<file path="src/rtl/neander_mem_arbiter.sv">
// Two-port arbiter in front of the single-port Neander memory.
// CPU (REM/RDM path) and debug/loader port share the memory with a bounded
// burst counter for fairness; dbg_lock hands the memory to the debug port.
// Read data is routed back one cycle after the grant to whoever issued it.
module neander_mem_arbiter #(
    parameter int DATA_WIDTH = 8,
    parameter int ADDR_WIDTH = 8,
    parameter int MAX_BURST  = 4
) (
    input  logic                  clk,
    input  logic                  reset,
    input  logic                  cpu_req,
    input  logic                  cpu_we,
    input  logic [ADDR_WIDTH-1:0] cpu_addr,
    input  logic [DATA_WIDTH-1:0] cpu_wdata,
    output logic                  cpu_gnt,
    output logic                  cpu_rvalid,
    output logic [DATA_WIDTH-1:0] cpu_rdata,
    input  logic                  dbg_req,
    input  logic                  dbg_we,
    input  logic [ADDR_WIDTH-1:0] dbg_addr,
    input  logic [DATA_WIDTH-1:0] dbg_wdata,
    output logic                  dbg_gnt,
    output logic                  dbg_rvalid,
    output logic [DATA_WIDTH-1:0] dbg_rdata,
    input  logic                  dbg_lock,
    output logic                  mem_we,
    output logic [ADDR_WIDTH-1:0] mem_addr,
    output logic [DATA_WIDTH-1:0] mem_data_in,
    input  logic [DATA_WIDTH-1:0] mem_data_out
);

    localparam logic [3:0] BURST_MAX = 4'(MAX_BURST);

    typedef enum logic {OWN_CPU, OWN_DBG} owner_e;
    typedef enum logic [1:0] {PEND_NONE, PEND_CPU, PEND_DBG} pend_e;

    owner_e                owner_q, owner_d;
    pend_e                 pend_q, pend_d;
    logic [3:0]            burst_q, burst_d;
    logic [ADDR_WIDTH-1:0] last_addr_q, last_addr_d;
    logic [DATA_WIDTH-1:0] cpu_hold_q, dbg_hold_q;

    logic eff_cpu_req, owner_req, other_req, gnt_own, gnt_oth;

    // Arbitration state and held read data; reset also kills any in-flight read.
    always_ff @(posedge clk or negedge reset) begin
        if (!reset) begin
            owner_q     <= OWN_CPU;
            pend_q      <= PEND_NONE;
            burst_q     <= '0;
            last_addr_q <= '0;
            cpu_hold_q  <= '0;
            dbg_hold_q  <= '0;
        end else begin
            owner_q     <= owner_d;
            pend_q      <= pend_d;
            burst_q     <= burst_d;
            last_addr_q <= last_addr_d;
            cpu_hold_q  <= cpu_rdata;
            dbg_hold_q  <= dbg_rdata;
        end
    end

    // Read return: the pending port sees live memory data, the other holds.
    always_comb begin
        cpu_rvalid = (pend_q == PEND_CPU);
        dbg_rvalid = (pend_q == PEND_DBG);
        cpu_rdata  = cpu_rvalid ? mem_data_out : cpu_hold_q;
        dbg_rdata  = dbg_rvalid ? mem_data_out : dbg_hold_q;
    end

    // Grant decision, memory drive and next arbitration state.
    always_comb begin
        // Grants are gated by reset so nothing is driven while it is held.
        eff_cpu_req = cpu_req & ~dbg_lock;
        owner_req   = (owner_q == OWN_CPU) ? eff_cpu_req : dbg_req;
        other_req   = (owner_q == OWN_CPU) ? dbg_req : eff_cpu_req;
        gnt_own     = reset & owner_req & (~other_req | (burst_q < BURST_MAX));
        gnt_oth     = reset & ~gnt_own & other_req;
        cpu_gnt     = (owner_q == OWN_CPU) ? gnt_own : gnt_oth;
        dbg_gnt     = (owner_q == OWN_DBG) ? gnt_own : gnt_oth;

        owner_d     = owner_q;
        burst_d     = '0;
        last_addr_d = last_addr_q;
        pend_d      = PEND_NONE;
        // Idle cycles keep the last address so data_out does not move.
        mem_we      = 1'b0;
        mem_addr    = last_addr_q;
        mem_data_in = '0;

        if (gnt_own) begin
            burst_d = (burst_q >= BURST_MAX) ? BURST_MAX : burst_q + 4'd1;
        end else if (gnt_oth) begin
            owner_d = (owner_q == OWN_CPU) ? OWN_DBG : OWN_CPU;
            burst_d = 4'd1;
        end

        if (cpu_gnt) begin
            mem_we      = cpu_we;
            mem_addr    = cpu_addr;
            mem_data_in = cpu_wdata;
            last_addr_d = cpu_addr;
            pend_d      = cpu_we ? PEND_NONE : PEND_CPU;
        end else if (dbg_gnt) begin
            mem_we      = dbg_we;
            mem_addr    = dbg_addr;
            mem_data_in = dbg_wdata;
            last_addr_d = dbg_addr;
            pend_d      = dbg_we ? PEND_NONE : PEND_DBG;
        end
    end

`ifndef SYNTHESIS
    // Grants are mutually exclusive.
    a_onehot: assert property (@(posedge clk) disable iff (!reset)
        !(cpu_gnt && dbg_gnt));

    // A waiting requester may withdraw, but must not change its fields.
    a_cpu_stable: assert property (@(posedge clk) disable iff (!reset)
        (cpu_req && !cpu_gnt) |=> (!cpu_req ||
        ($stable(cpu_we) && $stable(cpu_addr) && $stable(cpu_wdata))));

    a_dbg_stable: assert property (@(posedge clk) disable iff (!reset)
        (dbg_req && !dbg_gnt) |=> (!dbg_req ||
        ($stable(dbg_we) && $stable(dbg_addr) && $stable(dbg_wdata))));
`endif

endmodule

</file>
<file path="config.mk">
export PLATFORM = sky130hd
export DESIGN_NAME = neander_mem_arbiter
export DESIGN_NICKNAME = d
export VERILOG_FILES = /design/src/rtl/neander_mem_arbiter.sv
export SDC_FILE = /design/constraint.sdc
export NUM_CORES = 1
export LEC_CHECK = 0
export ABC_AREA = 1
export BUFFER_PORTS_ARGS = -buffer_cell sky130_fd_sc_hd__buf_2
export CAP_MARGIN = 20
export CORE_ASPECT_RATIO = 1.4
export CORE_UTILIZATION = 40
export DETAILED_ROUTE_END_ITERATION = 12
export HOLD_SLACK_MARGIN = 0.1
export PLACE_DENSITY = 0.75
export SLEW_MARGIN = 20
export SYNTH_ARGS = -nofsm -noshare
export SYNTH_HDL_FRONTEND = slang
export SYNTH_SLANG_ARGS = --single-unit
</file>
<file path="constraint.sdc">
create_clock -name clk -period 1.65 [get_ports clk]
set_input_delay 0.33 -clock clk [delete_from_list [all_inputs] [get_ports clk]]
set_output_delay 0.33 -clock clk [all_outputs]
set_load 0.02 [all_outputs]
</file>
* Word-level counts from Yosys, hierarchy flattened
Cells that the tools add are included.
** Word-level totals
- Flip-flop bits (word level) :: 31
- Latch bits :: 0
- Memory bits (writable) :: 0
- ROM bits :: 0
- Input bits :: 47
- Output and inout bits :: 37
- Word-level logic and storage cells :: 41
- Memories :: 0
** Cells by class
- Add/subtract/negate cells :: 1
- $mul :: 0
- Divide/modulo/power cells :: 0
- Magnitude comparators :: 2
- Equality and inequality tests :: 2
- Shift operators :: 0
- Mux-type cells :: 20
- Bitwise gates (word level) :: 9
- Reduce and logical (&&, ||, !) cells :: 1
** Operator list (number)
- two-way mux 8 bit :: 6
- two-way mux 1 bit :: 9
- two-way mux 4 bit :: 2
- two-way mux 2 bit :: 3
- bitwise AND 1 bit :: 5
- adder 4 x 1 -> 4 bit (second input constant) :: 1
- >= comparator 4 x 3 -> 1 bit (second input constant) :: 1
- < comparator 4 x 3 -> 1 bit (second input constant) :: 1
- NOT 1 bit :: 3
- equality test 2 x 1 -> 1 bit (second input constant) :: 1
- equality test 2 bit (second input constant) :: 1
- AND reduction 2 bit :: 1
- bitwise OR 1 bit :: 1

* Longest topological paths before layout
- Depth in word-level cells :: 12
- Gate-level depth with buffers :: 12
- Depth with buffers taken out :: 11

* Worst setup path after synthesis
No wires, ideal clock.
- Path kind :: reg-to-output
- Start :: register pend_q[0]
- End :: output port dbg_rdata[0]
- Data arrival time :: 1.610 ns
- Data required time :: 1.320 ns
- Path slack :: -0.290 ns
- Cell stages (with the launch flop) :: 5
- Buffers on the path :: 1
- Cell sequence :: dfrtp_1 nor2_1 inv_1 clkbuf_1 o21ai_0
** On the way
- Longest elaborated chain between the ends :: 2
** RTL lines
- from (decl) :: line 39 : pend_e pend_q, pend_d;
- from (signal assigned) :: line 57 : pend_q <= pend_d;
- equality test 2 bit :: line 68 : dbg_rvalid = (pend_q == PEND_DBG);
- net dbg_rvalid :: line 24 : output logic dbg_rvalid,
- two-way mux 8 bit :: line 70 : dbg_rdata = dbg_rvalid ? mem_data_out : dbg_hold_q;
- to (decl) :: line 25 : output logic [DATA_WIDTH-1:0] dbg_rdata,
The timed path passes the listed nets, and every way through them passes these cells.

* Worst setup path in the final report
- Start :: register owner_q
- End :: output port mem_addr[5]
** On the way
- Longest elaborated chain between the ends :: 10
- Elaborated cells on any way between the ends :: 13
- Classes of those cells :: mux: 6; bitwise: 7
** RTL lines
- from (decl) :: line 38 : owner_e owner_q, owner_d;
- from (signal assigned) :: line 56 : owner_q <= owner_d;
- two-way mux 1 bit :: line 78 : other_req = (owner_q == OWN_CPU) ? dbg_req : eff_cpu_req;
- NOT 1 bit :: line 79 : gnt_own = reset & owner_req & (~other_req | (burst_q < BURST_MAX));
- bitwise OR 1 bit :: line 79
- bitwise AND 1 bit :: line 79
- NOT 1 bit :: line 80 : gnt_oth = reset & ~gnt_own & other_req;
- bitwise AND 1 bit (2 in series) :: line 80
- two-way mux 1 bit :: line 82 : dbg_gnt = (owner_q == OWN_DBG) ? gnt_own : gnt_oth;
- two-way mux 8 bit :: line 106 : end else if (dbg_gnt) begin
- two-way mux 8 bit (*) :: line 100 : if (cpu_gnt) begin
- to (decl) :: line 28 : output logic [ADDR_WIDTH-1:0] mem_addr,
Every way passes the cells marked *; elsewhere a longest branch is shown, timed or not.

==> qor.yml <==
synthesis:
  synth_fa_ha_area_frac: 0.00781
  synth_seq_area_share: 0.484
  synth_top_family_by_area: "simple AND/OR/NAND/NOR gates"
  synth_cell_types: 22
  synth_edf_count: 0
  ys_top_cells_by_area: "dfrtp_1, nand2_1, nand3_1"
  count_of_mapped_cells_out_of_synthesis: 202
  synth-main-ff-cell: "dfrtp_1"
  synth_compound_gate_area_share: 0.0727
  proportion_of_register_bits_with_asynchronous_set_or_reset_after_synthesis: 1.00
  synth-warning-count: 0
  post_synth_mux_area_share: 0
  total_of_flip_flops_plus_latches_after_synthesis: 31
  synth_top_area_share: 0.484
  synthesis.nets: 250
  synthMostInstantiatedCell: "nand2_1"
  yosys.area_share.simple: 0.323
  post_synth_xor_area_fraction: 0
  mappedNetlistArea_um2: 1600
  synth_top_cell_by_area: "dfrtp_1"
  synth_area_per_cell_um2: 7.93
  synth_common_cells: "nand2_1, dfrtp_1, inv_1"
timing:
  hold_viol_final: 0
  skew_ps: 4.59
  setup_slack_ps: -528
  fin_crit_ps: 2180
  highest_clock_frequency_the_design_can_meet_mhz: 459
  grt_setup_unrepaired: "yes"
  finalHoldWorstSlack_ps: 104
  layout_worst_path_cycle_share: 1.32
  timing_max_transition_violations_final: 0
  setup_violations: 27
layout:
  area_delta_synth_final_pct: 92.4
  finalCoreUtilization: 0.824
  layout.area.seq_um2: 776
  finish.net_count: 370
  final_cells: 365
  layout-drive-gt1-share: 0.656
  multi_input_area_um2: 1040
  fillers: 198
  antennaDiodeCount: 0
global_route:
  via_count_of_the_first_global_routing_pass: 1952
  grt_util_all_layers: 0.245
  first_pass_grt_wire_length_um: 8240
  grt_antenna_before_repair: 0
  total_congestion_overflow: 0
  grt_start_max_net_pins: 32
place:
  placer_s_final_routability_congestion_estimate: 0.738
  io_buffers: 83
  placed_cells: 336
  dpl_worst_slack_ps: -290
  dp_hpwl_um: 2760
clocking:
  clk-insertion-delay-late_ps: 280
  cts_hold_buf: 0
  cts_tree: "yes"
  root_buffer: "clkbuf_8"
  max-clock-path-buffers: 2
  clkSlewWorstSetupHoldPaths_ps: 70
  htreeDepth: 2
  number_of_clock_sinks: 31
  total_clock_buffers_created_by_cts: 5
drt:
  route.detailed.drc: 0
  detailedRoute.firstIterationViolations: 31
  route.detailed.vias_per_inst: 4.96
  ant_nets: 0
  dr_total_vias: 1811
  route.final.wire_length_um: 5180
  dr.pass1.iters: 4
  routed_wl_per_cell_um: 14.2
critical_path:
  crit_arrival_ps: 1850
  cp.required_ps: 1320
  crit_path_end_kind: "output pin"
  startpoint_type: "register"
  rr_endpoint: "last_addr_q[0]"
  critical_path.max_fanout: 5
  worst-setup-path-type: "register to output pin"
  worst_r2r_startpoint: "owner_q"
  path_depth_of_the_worst_reg2reg_path: 11
  worst_r2r_setup_slack_ps: 10
power:
  static-leakage-power_uw: 0.00164
  ir_worst_vdd_uv: 1620
  power.density_cell_area_nw_per_um2: 2200
floorplanning:
  floorplan.die.height_um: 76.9
  die_area_um2: 4260
  die_width_um: 55.5
  fp.coreArea_um2: 3740
  std_cell_rows: 26
  initial_core_util: 0.428
  pin_count: 84
hold_path:
  hold_path_class: "input port to asynchronous set/reset pin"
outcome:
  failed_checks: "setup timing"
  result_of_the_run: "finished, violations left"
run:
  timing.max_cap.violations: 0
[cell families (layout without fill, tap and decap cells)]
kind of cell             Yosys count  count (layout)
other                              1               1
AND/OR/NAND/NOR                  109             109
AO/OA/AOI/OAI                     21              21
adder cells (fa/ha/maj)            1               1
flip-flops                        31              31
buffers and inverters             39             160
[repair_timing]
| action | 4_1_cts | 5_1_grt |
|---|---|---|
| buffers inserted | 17 | 3 |
| gates cloned | 2 | 0 |
| gates resized for setup | 114 | 26 |
| pin swaps | 15 | 4 |
| endpoints found under the setup margin | 35 | 43 |
[sequential cells by signal, indices dropped and copies added, names as in the netlist]
signal       count
pend_q           2
last_addr_q      8
burst_q          4
owner_q          1
cpu_hold_q       8
dbg_hold_q       8
[area by class of cell]
cell class / instances / area share
clock buffers: 6 / 0.0268
clock inverters: 2 / 0.0114
inverters: 34 / 0.0451
multi-input cells: 132 / 0.337
flip-flops and latches: 31 / 0.252
well taps: 42 / 0.0171
repair buffers: 117 / 0.307
repair inverters: 1 / 0.00365
[per-stage QoR]
| step | area (µm²) | power (µW) | setup TNS (ps) |
|---|---|---|---|
| after global placement | 2300 | 4230 | -4420 |
| after global routing | 3080 | 7130 | -12740 |
| after floorplan | 1750 | 3390 | -788 |
| after detailed placement | 2300 | 4290 | -4640 |
| final | 3080 | 6790 | -10160 |
| after CTS | 2960 | 6450 | -9240 |
[placed cells by master, fill, tap and decap left out, drive strengths merged]
cell and n:
bufinv 1, nand3 28, ha 1, o21ai 18, inv 34, a21oi 3, clkinvlp 1, buf 117
nor2 9, clkinv 1, dfrtp 31, conb 1, clkbuf 6, nand2 72
[layer usage]
layer	vias up	share of wire	track usage	wire (µm)
li1	858	-	-	-
met1	854	0.36	0.238	1880
met2	84	0.56	0.487	2900
met3	15	0.054	0.0573	278
met4	0	0.023	0.0825	119
met5	-	0	0	0
[how the worst max path moves through the flow]
stage                         from  cells after the start           to  slack (ps)
after global placement    dbg_lock                     11  mem_addr[7]        -280
final                      owner_q                      9  mem_addr[5]        -530
after global routing       owner_q                     10       mem_we        -620
after detailed placement  dbg_lock                     11  mem_addr[2]        -290
after CTS                  owner_q                     11       mem_we        -500
after floorplan            owner_q                     10  mem_addr[0]         -60
[report_power, final]
| group | total, µW | switching [µW] | internal [µW] |
|---|---|---|---|
| Sequential | 1230 | 134 | 1100 |
| Clock | 777 | 289 | 488 |
| Combinational | 4780 | 2590 | 2190 |
| Total | 6790 | 3020 | 3770 |
[critical path, cell delays in order, from the launching register on]
cell,delay [ps]
dfrtp_1,390
nand3_1,160
a21oi_4,260
nand2_4,100
nand2_4,110
nand2_8,100
buf_16,160
nand3_1,90
nand2_2,70
buf_6,130
(Power assumes the default switching activity.)
